--- src/rtl/spi_sram_ctrl.sv ---
// SPI master for a 23K640 serial SRAM: one byte read or write per request.
// Frame is cmd, addr[15:8], addr[7:0], data sent MSB first in SPI mode 0.
// All SPI outputs are registered so the pins are glitch-free.
module spi_sram_ctrl #(
  parameter int unsigned p_clk_div = 4
) (
  input  logic        i_clk,
  input  logic        i_rst,
  input  logic        i_valid,
  output logic        o_accept,
  input  logic        i_rd_n_wr,
  input  logic [15:0] i_addr,
  input  logic [7:0]  i_wdata,
  output logic        o_ready,
  output logic [7:0]  o_rdata,
  output logic        o_cs_n,
  output logic        o_sck,
  output logic        o_si,
  input  logic        i_so
);

  localparam logic [7:0] TimerLoad = 8'(p_clk_div - 1);

  typedef enum logic [2:0] {StIdle, StSetup, StShift, StHold, StGap} state_t;

  state_t      state_q, state_d;
  logic [7:0]  timer_q, timer_d;
  logic [5:0]  bit_cnt_q, bit_cnt_d;
  logic [31:0] frame_q, frame_d;
  logic [7:0]  rx_q, rx_d;
  logic        rd_q, rd_d;
  logic        cs_n_q, cs_n_d;
  logic        sck_q, sck_d;
  logic        si_q, si_d;
  logic        ready_q, ready_d;
  logic [7:0]  rdata_q, rdata_d;

  // State and datapath registers, cleared asynchronously by i_rst.
  always_ff @(posedge i_clk or posedge i_rst) begin
    if (i_rst) begin
      state_q   <= StIdle;
      timer_q   <= '0;
      bit_cnt_q <= '0;
      frame_q   <= '0;
      rx_q      <= '0;
      rd_q      <= 1'b0;
      cs_n_q    <= 1'b1;
      sck_q     <= 1'b0;
      si_q      <= 1'b0;
      ready_q   <= 1'b0;
      rdata_q   <= '0;
    end else begin
      state_q   <= state_d;
      timer_q   <= timer_d;
      bit_cnt_q <= bit_cnt_d;
      frame_q   <= frame_d;
      rx_q      <= rx_d;
      rd_q      <= rd_d;
      cs_n_q    <= cs_n_d;
      sck_q     <= sck_d;
      si_q      <= si_d;
      ready_q   <= ready_d;
      rdata_q   <= rdata_d;
    end
  end

  // Next-state logic: every phase lasts p_clk_div cycles, timed by a down-counter.
  always_comb begin
    logic [7:0] cmd;
    state_d   = state_q;
    timer_d   = timer_q;
    bit_cnt_d = bit_cnt_q;
    frame_d   = frame_q;
    rx_d      = rx_q;
    rd_d      = rd_q;
    cs_n_d    = cs_n_q;
    sck_d     = sck_q;
    si_d      = si_q;
    ready_d   = 1'b0;
    rdata_d   = rdata_q;
    cmd       = i_rd_n_wr ? 8'h03 : 8'h02;

    if (timer_q != 8'd0) begin
      timer_d = timer_q - 8'd1;
    end

    unique case (state_q)
      StIdle: begin
        if (i_valid) begin
          state_d   = StSetup;
          timer_d   = TimerLoad;
          bit_cnt_d = '0;
          rd_d      = i_rd_n_wr;
          frame_d   = {cmd, i_addr, i_rd_n_wr ? 8'h00 : i_wdata};
          cs_n_d    = 1'b0;
          sck_d     = 1'b0;
          si_d      = cmd[7];
        end
      end
      StSetup: begin
        if (timer_q == 8'd0) begin
          // First rising edge; i_so is sampled on every rising edge so that the
          // last eight samples left in rx are the data byte.
          state_d = StShift;
          timer_d = TimerLoad;
          sck_d   = 1'b1;
          rx_d    = {rx_q[6:0], i_so};
        end
      end
      StShift: begin
        if (timer_q == 8'd0) begin
          timer_d = TimerLoad;
          if (sck_q) begin
            // Falling edge: the only point where o_si is allowed to move.
            sck_d     = 1'b0;
            frame_d   = {frame_q[30:0], 1'b0};
            si_d      = frame_q[30];
            bit_cnt_d = bit_cnt_q + 6'd1;
            if (bit_cnt_q == 6'd31) begin
              state_d = StHold;
            end
          end else begin
            sck_d = 1'b1;
            rx_d  = {rx_q[6:0], i_so};
          end
        end
      end
      StHold: begin
        if (timer_q == 8'd0) begin
          state_d = StGap;
          timer_d = TimerLoad;
          cs_n_d  = 1'b1;
          si_d    = 1'b0;
          ready_d = 1'b1;
          if (rd_q) begin
            rdata_d = rx_q;
          end
        end
      end
      StGap: begin
        if (timer_q == 8'd0) begin
          state_d = StIdle;
        end
      end
      default: begin
        state_d = StIdle;
      end
    endcase
  end

  assign o_accept = (state_q == StIdle);
  assign o_ready  = ready_q;
  assign o_rdata  = rdata_q;
  assign o_cs_n   = cs_n_q;
  assign o_sck    = sck_q;
  assign o_si     = si_q;

endmodule

--- config.mk ---
export PLATFORM = sky130hd
export DESIGN_NAME = spi_sram_ctrl
export DESIGN_NICKNAME = d
export VERILOG_FILES = /design/src/rtl/spi_sram_ctrl.sv
export SDC_FILE = /design/constraint.sdc
export NUM_CORES = 1
export LEC_CHECK = 0
export ABC_AREA = 0
export CAP_MARGIN = 20
export CORE_MARGIN = 10
export CORE_UTILIZATION = 49
export CTS_CLUSTER_SIZE = 20
export DETAILED_ROUTE_END_ITERATION = 10
export HOLD_SLACK_MARGIN = 0.12
export PLACE_DENSITY_LB_ADDON = 0.1
export SYNTH_ARGS = -nofsm -noshare
export SYNTH_HDL_FRONTEND = slang
export SYNTH_SLANG_ARGS = --single-unit
--- constraint.sdc ---
create_clock -name i_clk -period 2.47 [get_ports i_clk]
set_clock_uncertainty 0.1 [all_clocks]
set_input_delay 0.741 -clock i_clk [delete_from_list [all_inputs] [get_ports i_clk]]
set_output_delay 0.741 -clock i_clk [all_outputs]
set_load 0.01 [all_outputs]
==> flow_summary.rst <==
.. list-table::
   :header-rows: 1

   * - Metric
     - Value
   * - Number of global-route vias before repair
     - between 2000 and 3000
   * - Nets
     - ~400
   * - Register-to-Register Path Depth
     - 7
   * - Dominant combinational cell family by area after synthesis
     - simple AND/OR/NAND/NOR gates
   * - Cell with the largest stage delay on the worst path
     - sky130_fd_sc_hd__or3_1
   * - Critical Path Source Type
     - flop
   * - Clock input transition at the sequential cells of the worst setup and hold paths
     - approximately 0.070 ns
   * - GP Congestion
     - about 0.8
   * - Final cell count without fillers
     - 450
   * - Pwr Density
     - around 930 mW/mm^2
   * - Number of instances in the synthesized netlist
     - between 300 and 400
   * - H-tree depth
     - 3
   * - Sum of net half-perimeters after detailed placement
     - 4900 microns
   * - DRC violation count after routing
     - 0
   * - Sink Count
     - ~70
   * - Post-synth top area cell
     - sky130_fd_sc_hd__dfrtp_1
   * - R2R Path Start
     - timer_q[1]
   * - Chip height
     - 102 microns
   * - DR iter-0 viols
     - approximately 100
   * - Worst slew margin relative to its limit
     - approximately 69%
   * - Detailed-router iteration count before antenna repair
     - 4
   * - Initial antenna violation count
     - 0
   * - Synth cell types
     - between 40 and 50
   * - Number of nets still failing antenna checks after routing
     - 0
   * - Post-DR vias/cell
     - 5.62
   * - Start point of the worst hold path
     - o_cs_n
   * - Compound-Gate Fraction of Synth Area
     - ~14%
   * - Number of endpoints failing setup at the final stage
     - 0
   * - Routed WL per cell
     - between 15 and 20 microns
   * - Commonest non-fill, non-tap cells in the layout
     - sky130_fd_sc_hd__dfrtp_1, sky130_fd_sc_hd__clkdlybuf4s50_1, sky130_fd_sc_hd__nand2_1
   * - Post-route clock period utilization
     - 92.3%
   * - Worst setup path class
     - flop to flop
   * - Number of buffer and inverter instances along the worst setup path
     - 2
   * - Class of the most critical hold timing path
     - flop to flop
   * - Effective utilization at floorplan
     - 51.3%
   * - Arr. time, crit path
     - 2.39 ns
   * - Required time at the endpoint of the critical path
     - ~2.6 ns
   * - Reg-to-Reg End
     - rx_q[1]
   * - Filler cell count
     - between 500 and 600
   * - Total of flip-flops plus latches after synthesis
     - 69
   * - Worst supply voltage drop on vdd
     - between 400 and 500 uV
   * - CTS buffer count
     - 9
   * - Horiz. Die Dim
     - approximately 100 microns
   * - Number of buffers on the longest clock path
     - 2
   * - Total number of yosys warnings
     - 0
   * - XOR/XNOR share of the synthesized area
     - approximately 1.1%
   * - Core outline area
     - between 0.006 and 0.007 sq mm
   * - Pin count of the biggest net entering global routing
     - 38
   * - Portion of netlist area occupied by mux cells
     - under 10%
   * - Endpoint class of the critical path
     - flop
   * - Num rows
     - 29
   * - Multi-input combinational cell area
     - about 0.0015 sq mm
   * - CTS Root Cell
     - sky130_fd_sc_hd__clkbuf_8
   * - Worst-path fanout max
     - 8
   * - Cell family with most CP delay
     - simple AND/OR/NAND/NOR gates
   * - RSZ-0062 raised after global routing
     - no
   * - Leak
     - approximately 1.9 nW
   * - TritonCTS clock tree
     - yes
   * - Synthesized area divided by synthesized cell count
     - a little over 10 sq um
   * - Maximum operating frequency
     - between 400 and 500 MHz
   * - Cells along the critical path
     - inv_1, ha_1, nor3b_2, and2_1, inv_4, or3_1, mux2_4
   * - Synth-to-Final Area Change
     - 22.7%
   * - Post-Synth Adder-Cell Area
     - 1.14%
   * - Die ar.
     - between 0.01 and 0.015 sq mm
   * - Fraction of the yosys area taken by sequential cells
     - roughly 52%
   * - Worst Tran Pin Value
     - 0.466 ns
   * - Storage element area
     - ~0.0017 sq mm
   * - Detailed-route wire length
     - 7100 microns
   * - Final hold violation count
     - 0
   * - Biggest cell delay along the critical path
     - around 0.52 ns
   * - Top post-synthesis cells by area
     - sky130_fd_sc_hd__dfrtp_1, sky130_fd_sc_hd__a21oi_1, sky130_fd_sc_hd__nand2_1, sky130_fd_sc_hd__a21o_1, sky130_fd_sc_hd__mux2_4
   * - Max-cap violations
     - 0
   * - Worst Hold End
     - o_cs_n
   * - DP Worst Slack
     - approximately 0.13 ns
   * - Number of max-slew violations in the final report
     - 0
   * - Total nets after synthesis
     - around 350
   * - Cell total after placement
     - about 440
   * - Num ports
     - between 40 and 50
   * - Worst Slack Setup Final
     - 0.189 ns
   * - Global-route wire length before repair
     - about 12000 microns
   * - Total vias in the final route
     - between 2000 and 3000
   * - Count of inserted antenna diode cells
     - 0
   * - Total GRT Usage
     - between 10% and 20%
   * - Post-cts hold buffer count
     - 0
   * - Netlist area before placement
     - 0.00329 sq mm
   * - Final min period
     - approximately 2.3 ns
   * - Total gr overflow
     - 0
   * - Clock latency at the later pin of the worst-skew pair
     - approximately 0.34 ns
   * - Port Buf Inserts
     - between 40 and 50
   * - Simple-gate portion of the synthesized area
     - between 10% and 20%
   * - Total negative setup slack
     - 0 ns
   * - Area share of the leading cell type in the synthesized netlist
     - 51.7%
   * - Status
     - completed
   * - Fraction of final layout cells sized beyond drive strength 1
     - ~16%
   * - Most common cell after layout, fill and taps aside
     - sky130_fd_sc_hd__dfrtp_1
   * - Hold Path Stages
     - 2
   * - Setup slack on the worst flop-to-flop path
     - approximately 0.19 ns
synth_stat cells (all sizes together):
| master | instances |
|---|---|
| xnor2 | 2 |
| o211ai | 1 |
| or2 | 2 |
| o21ai | 19 |
| mux2 | 17 |
| inv | 5 |
| clkbuf | 14 |
| buf | 8 |
| or3 | 1 |
| o21a | 3 |
| and3 | 1 |
| nor3b | 10 |
| o31ai | 3 |
| nor2 | 9 |
| o211a | 1 |
| nor4b | 2 |
| nor3 | 6 |
| a311o | 1 |
| dfstp | 1 |
| xor2 | 2 |
| and2 | 3 |
| a211oi | 1 |
| dfrtp | 68 |
| ha | 3 |
| nor2b | 18 |
| nor4 | 3 |
| nand2 | 36 |
| o311ai | 1 |
| mux2i | 3 |
| a21o | 17 |
| o2bb2ai | 1 |
| a21oi | 28 |
| nand2b | 2 |
| nand3 | 21 |
| nand4 | 3 |
| or4 | 3 |
worst max path at each step:
stage,startpoint,to,depth (start not counted)
floorplan,timer_q[0],rx_q[0],9
global placement,i_valid,frame_q[15],6
detailed placement,i_valid,frame_q[12],6
CTS,timer_q[0],rx_q[4],7
global route,timer_q[1],rx_q[6],7
finish,timer_q[1],rx_q[1],7
kinds of logic (layout without fill, tap and decap cells):
group                    Yosys count  in the layout
flip-flops                        69             69
XOR/XNOR                           4              4
buffers and inverters             27             81
AND/OR/NAND/NOR                  120            120
multiplexers                      20             20
AO/OA/AOI/OAI                     76             76
adder cells (fa/ha/maj)            3              3
worst min-delay path: cells and delay by family (launching register included):
family,cells,cell delay [ns]
flops,1,0.37
simple gates,2,0.10
power breakdown:
| part | switching [mW] | internal, mW | total (mW) |
|---|---|---|---|
| clock | 0.382 | 0.349 | 0.731 |
| combinational | 0.631 | 0.664 | 1.29 |
| sequential | 0.248 | 1.48 | 1.73 |
flip-flops by register name, summed over array words and instances (netlist names):
register / count
o_rdata: 8
rd_q: 1
timer_q: 8
frame_q: 31
o_cs_n: 1
o_si: 1
state_q: 3
bit_cnt_q: 6
o_sck: 1
o_ready: 1
rx_q: 8
stage by stage:
stage               utilization (%)  total power, mW  area (sq um)  hold WS [ns]
CTS                            62.9             3.78          4040         0.368
global placement               60.6             3.00          3890         0.350
finish                         62.9             3.75          4040         0.365
floorplan                         -             2.60          3300         0.347
detailed placement             60.6             3.04          3890         0.357
global route                   62.9             4.02          4040         0.378
area by class of cell:
type / count / share of cell area, %
clock buffers: 11 / 3.25
clock inverters: 3 / 0.372
inverters: 5 / 0.620
multi-input cells: 223 / 35.9
flip-flops and latches: 69 / 42.8
well taps: 77 / 2.39
repair buffers: 62 / 14.7
repair_timing:
item | CTS | global route
setup buffers | 0 | 0
resized for setup | 1 | 0
setup endpoints to repair | 1 | 0
per-layer routing:
layer	share of wire (%)	wire [microns]	GRT usage, %
met1	45	3220	17.8
met2	50	3550	24.3
met3	3.5	247	2.50
met4	1.2	85	6.62
met5	0	0	0
(Power assumes the default switching activity.)
